$ cat src/rtl/cpu_pkg.sv
// Shared fetch-side defaults, FSM state encoding and the instruction-window check.
package cpu_pkg;

  localparam logic [31:0] RESET_PC_DEF   = 32'h0000_3000;
  localparam logic [31:0] EXC_VECTOR_DEF = 32'h0000_4180;
  localparam int unsigned IM_WORDS_DEF   = 4096;

  typedef enum logic {
    ST_FETCH = 1'b0,
    ST_HALT  = 1'b1
  } if_state_e;

  // 33-bit compare so a window ending exactly at 2^32 is still handled.
  function automatic logic im_addr_ok(input logic [31:0] addr,
                                      input logic [31:0] base,
                                      input int unsigned words);
    logic [32:0] lim;
    lim = {1'b0, base} + ({1'b0, words} << 2);
    return (addr[1:0] == 2'b00) && ({1'b0, addr} >= {1'b0, base}) && ({1'b0, addr} < lim);
  endfunction

endpackage

$ cat src/rtl/if_fifo2.sv
// Two-entry shift FIFO with flush; push and pop may coincide, including when full.
module if_fifo2 (
  input  logic        clk,
  input  logic        reset_n,
  input  logic        flush,
  input  logic        push,
  input  logic [31:0] push_instr,
  input  logic [31:0] push_pc,
  input  logic        push_exc,
  input  logic        pop,
  output logic [1:0]  count,
  output logic [31:0] head_instr,
  output logic [31:0] head_pc,
  output logic        head_exc
);

  logic [64:0] slot0_q, slot0_d;
  logic [64:0] slot1_q, slot1_d;
  logic [1:0]  count_q, count_d;
  logic [64:0] push_ent;
  logic        pop_ok;
  logic        push_ok;

  assign push_ent = {push_exc, push_pc, push_instr};
  assign pop_ok   = pop && (count_q != 2'd0);
  assign push_ok  = push && ((count_q != 2'd2) || pop_ok);

  always_comb begin
    slot0_d = slot0_q;
    slot1_d = slot1_q;
    count_d = count_q;
    if (flush) begin
      count_d = 2'd0;
    end else begin
      case ({push_ok, pop_ok})
        2'b10: begin
          if (count_q == 2'd0) slot0_d = push_ent;
          else                 slot1_d = push_ent;
          count_d = count_q + 2'd1;
        end
        2'b01: begin
          slot0_d = slot1_q;
          count_d = count_q - 2'd1;
        end
        2'b11: begin
          if (count_q == 2'd1) begin
            slot0_d = push_ent;
          end else begin
            slot0_d = slot1_q;
            slot1_d = push_ent;
          end
        end
        default: ;
      endcase
    end
  end

  always_ff @(posedge clk or negedge reset_n) begin
    if (!reset_n) begin
      slot0_q <= '0;
      slot1_q <= '0;
      count_q <= 2'd0;
    end else begin
      slot0_q <= slot0_d;
      slot1_q <= slot1_d;
      count_q <= count_d;
    end
  end

  assign count      = count_q;
  assign head_exc   = slot0_q[64];
  assign head_pc    = slot0_q[63:32];
  assign head_instr = slot0_q[31:0];

endmodule

$ cat src/rtl/if_ctrl.sv
// Instruction fetch controller: PC sequencing, fetch-error halt and control redirects
// into a 2-entry decode FIFO. Define IF_CTRL_PERF_EN to add perf_fetch/perf_stall.
//
// state    | meaning
// ST_FETCH | fetching at pc whenever the FIFO has (or is freeing) a slot
// ST_HALT  | fetch error seen; pc frozen until exc_req / eret / redirect
module if_ctrl
  import cpu_pkg::*;
#(
  parameter logic [31:0] RESET_PC   = RESET_PC_DEF,
  parameter logic [31:0] EXC_VECTOR = EXC_VECTOR_DEF,
  parameter int unsigned IM_WORDS   = IM_WORDS_DEF
) (
  input  logic        clk,
  input  logic        reset_n,
  output logic [31:0] ima,
  input  logic [31:0] imd,
  output logic        out_valid,
  input  logic        out_ready,
  output logic [31:0] out_instr,
  output logic [31:0] out_pc,
  output logic        out_exc,
  input  logic        redirect,
  input  logic [31:0] redirect_pc,
  input  logic        exc_req,
  input  logic        eret,
  input  logic [31:0] epc
`ifdef IF_CTRL_PERF_EN
  ,
  output logic [31:0] perf_fetch,
  output logic [31:0] perf_stall
`endif
);

  if_state_e   state_q, state_d;
  logic [31:0] pc_q, pc_d;
  logic [1:0]  count;
  logic        pop;
  logic        ctrl;
  logic        push;
  logic        fetch_ok;
  logic [31:0] push_instr;

  assign ima        = pc_q;
  assign out_valid  = (count != 2'd0);
  assign pop        = out_valid && out_ready;
  assign ctrl       = exc_req || eret || redirect;
  assign fetch_ok   = im_addr_ok(pc_q, RESET_PC, IM_WORDS);
  assign push       = (state_q == ST_FETCH) && !ctrl && ((count != 2'd2) || pop);
  assign push_instr = fetch_ok ? imd : 32'h0;

  always_comb begin
    state_d = state_q;
    pc_d    = pc_q;
    if (exc_req) begin
      pc_d    = EXC_VECTOR;
      state_d = ST_FETCH;
    end else if (eret) begin
      pc_d    = epc;
      state_d = ST_FETCH;
    end else if (redirect) begin
      pc_d    = redirect_pc;
      state_d = ST_FETCH;
    end else if (push) begin
      if (fetch_ok) pc_d = pc_q + 32'd4;
      else          state_d = ST_HALT;
    end
  end

  always_ff @(posedge clk or negedge reset_n) begin
    if (!reset_n) begin
      state_q <= ST_FETCH;
      pc_q    <= RESET_PC;
    end else begin
      state_q <= state_d;
      pc_q    <= pc_d;
    end
  end

  // Flushing on any control event also covers a coincident pop: the head word was
  // already presented, so the consumer keeps it while the rest is discarded.
  if_fifo2 u_fifo (
    .clk        (clk),
    .reset_n    (reset_n),
    .flush      (ctrl),
    .push       (push),
    .push_instr (push_instr),
    .push_pc    (pc_q),
    .push_exc   (!fetch_ok),
    .pop        (pop),
    .count      (count),
    .head_instr (out_instr),
    .head_pc    (out_pc),
    .head_exc   (out_exc)
  );

`ifdef IF_CTRL_PERF_EN
  logic [31:0] perf_fetch_q, perf_fetch_d;
  logic [31:0] perf_stall_q, perf_stall_d;

  always_comb begin
    perf_fetch_d = perf_fetch_q + {31'd0, push && fetch_ok};
    perf_stall_d = perf_stall_q +
                   {31'd0, (state_q == ST_FETCH) && !ctrl && (count == 2'd2) && !pop};
  end

  always_ff @(posedge clk or negedge reset_n) begin
    if (!reset_n) begin
      perf_fetch_q <= 32'd0;
      perf_stall_q <= 32'd0;
    end else begin
      perf_fetch_q <= perf_fetch_d;
      perf_stall_q <= perf_stall_d;
    end
  end

  assign perf_fetch = perf_fetch_q;
  assign perf_stall = perf_stall_q;
`endif

endmodule
$ cat config.mk
export PLATFORM = sky130hd
export DESIGN_NAME = if_ctrl
export DESIGN_NICKNAME = d
export VERILOG_FILES = /design/src/rtl/cpu_pkg.sv /design/src/rtl/if_fifo2.sv /design/src/rtl/if_ctrl.sv
export SDC_FILE = /design/constraint.sdc
export NUM_CORES = 1
export LEC_CHECK = 0
export ABC_AREA = 1
export BUFFER_PORTS_ARGS = -buffer_cell sky130_fd_sc_hd__buf_4
export CAP_MARGIN = 20
export CORE_MARGIN = 8
export CORE_UTILIZATION = 39
export CTS_BUF_LIST = sky130_fd_sc_hd__clkbuf_4 sky130_fd_sc_hd__clkbuf_8 sky130_fd_sc_hd__clkbuf_16
export CTS_CLUSTER_DIAMETER = 100
export DETAILED_ROUTE_END_ITERATION = 8
export SLEW_MARGIN = 15
export SYNTH_ARGS = -nofsm -noshare
export SYNTH_HDL_FRONTEND = slang
export SYNTH_SLANG_ARGS = --single-unit
export TNS_END_PERCENT = 100
$ cat constraint.sdc
create_clock -name clk -period 2 [get_ports clk]
set_input_delay 0.2 -clock clk [delete_from_list [all_inputs] [get_ports clk]]
set_output_delay 0.2 -clock clk [all_outputs]
set_load 0.02 [all_outputs]
==> impl_metrics.toml <==
[synthesis]
async_flop_share_pct = 100
syn_area_per_cell_um2 = 7.74
synthCells = 1097
yosys.cell_types.count = 33
syn_area_mm2 = 0.00850
ys.flop_type = "dfrtp_1"
ys_ff_latch = 165
synth.net_count = 1204
yosysWarnings = 0
synth_area_leaders = "dfrtp_1 48%, nand2_1 17%, o211ai_1 5.7%, o21ai_0 5.3%, inv_1 3.9%"
synth_top_area_share_pct = 48.0
ys_seq_area_share_pct = 48.6
synth_largest_area_cell = "dfrtp_1"
synth_edf_count = 0

[clock_network]
cts-root-buf = "clkbuf_16"
clkLatencyLatePin_ns = 0.43
cts_tree = "yes"
htree_levels = 4
cts.clk_slew.worst_paths_ns = 0.06
clock_sinks = 165
numCtsBuffers = 17
clockBufferDepth = 2

[global_routing]
busiest_layer = "met2"
grt_use_met2_pct = 31.0
grt_antenna_before_repair = 0
use_met1_pct = 26.8
grt_pass1_wl_um = 43200
grt_max_degree = 62
grt_use_total_pct = 20.1
grt_pass1_vias = 8269
use_met3_pct = 5.92
grt_overflow_total = 0

[worst_setup_path]
r2r_cells = 9
cp.arrival_ns = 2.25
critPathRequiredTime_ns = 2.37
endpoint_kind = "register"
critPathLaunchType = "register"
crit_fanout = 6
path_class = "register to register"
reg2reg_to = "ima[18]"
reg2reg_setup_slack_ns = 0.12
crit_start = "ima[12]"
crit_path_top_delay_cell = "dfstp_2"
crit_path_cell_trace = "nand2_1, buf_4, nor2_1, nand2_1, nor2_1, a21oi_1, o21ai_0, nand2_1, nand2_1"
slowest_delay_ns = 0.57
crit_path_frequent_cell = "nand2_1"
reg2reg_from = "ima[12]"

[worst_hold_path]
holdPathEnd = "u_fifo.slot1_q[31]"
min_path_type = "input port to register"
hold_start = "imd[31]"
hold_depth = 3

[timing]
fin_skew_ns = 0.0103
fmax_mhz = 532
slew_headroom_pct = 68.1
setup_viol_count_final = 0
final-hold-violation-count = 0
period_share_pct = 94.0
post-route-min-period_ns = 1.88
drv_slew = 0
rsz0062_at_grt = "no"
worst-slew-pin-transition_ns = 0.479
finalSetupTns_ns = 0

[power_and_ir_drop]
p_per_area_mw_per_mm2 = 805
seq_power_share_pct = 43.4
clockPowerShare_pct = 34.9
p_sw_share_pct = 30.7
switching_power_mw = 2.81
leakage_nw = 5.96
p_comb_share_pct = 21.7
power.internal_mw = 6.35
ir_worst_vdd_mv = 0.464
total_power_mw = 9.16

[floorplan]
start_util_pct = 39.3
io_pins = 200
core_area_mm2 = 0.0216
fp-row-count = 54
die_w_um = 164
die_h_um = 164
die_area_mm2 = 0.0268

[route]
wl_per_cell_um = 16.8
drt_iter0_drc = 752
ant_nets = 0
firstDrtPassIters = 5
vias = 8267
wirelength_um = 27300
drt-vias-per-instance = 5.10
drcViolationCount = 0

[placed_design]
place_congestion = 0.954
io_buffers = 199
dp.cells = 1580
place_hpwl_um = 19400

[layout]
fin_nets = 1435
n_fill_cell = 2129
drive_above_1_share_pct = 24.3
antenna_cells = 0
layoutNonFillerInstCount = 1621
area.growth.synth_to_final_pct = 33.8

[outcome]
status = "complete, no violations"

[run]
cap_violations = 0
-- layout make-up --
type | instances | area (µm²) | area share [%]
Clock inverter | 13 | 123 | 1.08
Tap cell | 280 | 350 | 3.08
Inverter | 91 | 344 | 3.03
Clock buffer | 19 | 453 | 3.98
Multi-Input combinational cell | 779 | 3710 | 32.6
Sequential cell | 165 | 4130 | 36.3
Timing Repair Buffer | 274 | 2260 | 19.9
-- synth_stat cells, types with 2 or more instances --
master and instances:
dfstp_2 2, o211ai_1 65, ha_1 5, buf_1 2
o21ai_0 90, inv_1 88, a21oi_1 29, nand2_1 392
buf_4 9, nand3_1 35, nand2_2 5, o21bai_1 3
nor2_1 87, o31ai_1 30, buf_6 8, clkbuf_1 22
o22ai_1 22, inv_2 2, dfrtp_1 163, and2_1 2
a22oi_1 2, buf_2 21, xor2_1 3
-- worst max-delay path, delay by kind of cell (launching register included) --
family / cells / cell delay, ns
buffers and inverters: 1 / 0.14
AOI/OAI and AO/OA: 2 / 0.36
DFF: 1 / 0.57
and+or+nand+nor: 6 / 0.76
-- state kept, by name, indices dropped and copies added, names as in the netlist --
signal          flops
u_fifo.slot1_q     65
state_q             1
ima                32
u_fifo.count        2
u_fifo.slot0_q     65
-- layout by cell type (no fill, tap or decap), types with 2 or more instances in the layout --
cell type and instances:
nand2_1 389, buf_4 255, dfrtp_1 163, o21ai_0 90
inv_1 86, nor2_1 86, o211ai_1 65, nand3_1 35
o31ai_1 30, a21oi_1 29, o22ai_1 22, clkbuf_16 21
buf_12 9, nand2_2 5, buf_6 5, clkinvlp_4 4
inv_2 3, nand2_4 3, xor2_1 3, o21bai_1 3
ha_1 3, inv_6 3, clkinv_4 3, a21oi_4 2
a22oi_1 2, and2_1 2, ha_2 2, clkbuf_8 2
clkinv_2 2, dfstp_2 2
-- how the worst max path moves through the flow --
stage / depth (start not counted) / endpoint / slack, ns
6_report: 9 / ima[18] / 0.12
5_1_grt: 12 / ima[14] / 0.001
3_5_place_dp: 10 / ima[3] / -0.05
3_3_place_gp: 10 / ima[3] / 0.10
4_1_cts: 12 / ima[25] / 0.03
2_1_floorplan: 12 / u_fifo.slot0_q[0] / 0.03
-- stage by stage --
stage	setup WS, ns	hold WS (ns)	utilization [%]	instance area (µm²)
floorplan	0.0268	-0.0956	-	8500
global placement	0.103	0.0712	49.1	10600
detailed placement	-0.0524	0.0721	49.1	10600
CTS	0.0308	0.0195	51.9	11200
global route	0.00129	0.0379	52.6	11400
finish	0.120	0.0348	52.6	11400
-- what timing repair did --
item / CTS / global route
hold buffers: 1 / 0
pin swaps: 0 / 3
resized for setup: 1 / 10
setup endpoints to repair: 5 / 89
hold endpoints to repair: 126 / 0
gates cloned: 0 / 4
setup buffers: 0 / 4
-- power by group through the flow --
stage | Sequential (mW) | Combinational, mW | Clock (mW)
final | 3.97 | 1.99 | 3.19
after detailed placement | 4.03 | 1.98 | 0
after global routing | 4.02 | 2.20 | 3.39
after global placement | 4.02 | 1.96 | 0
after CTS | 3.98 | 1.99 | 3.25
after floorplan | 4.32 | 0.653 | 0
-- routing by layer --
metal | routed length [µm] | vias to the layer above
met5 | 0 | -
met2 | 12400 | 285
met4 | 412 | 0
met1 | 12200 | 3868
li1 | - | 4082
met3 | 2270 | 32
-- cells by family after synthesis --
kind of cell,after synthesis,synth area share [%]
xor gates and xnor gates,3,0.309
AOI/OAI and AO/OA,246,18.0
DFF,165,48.6
and+or+nand+nor,525,24.1
buffers and inverters,153,8.17
adders and majority gates,5,0.736
Note: power is estimated with default switching activity, not from simulation.
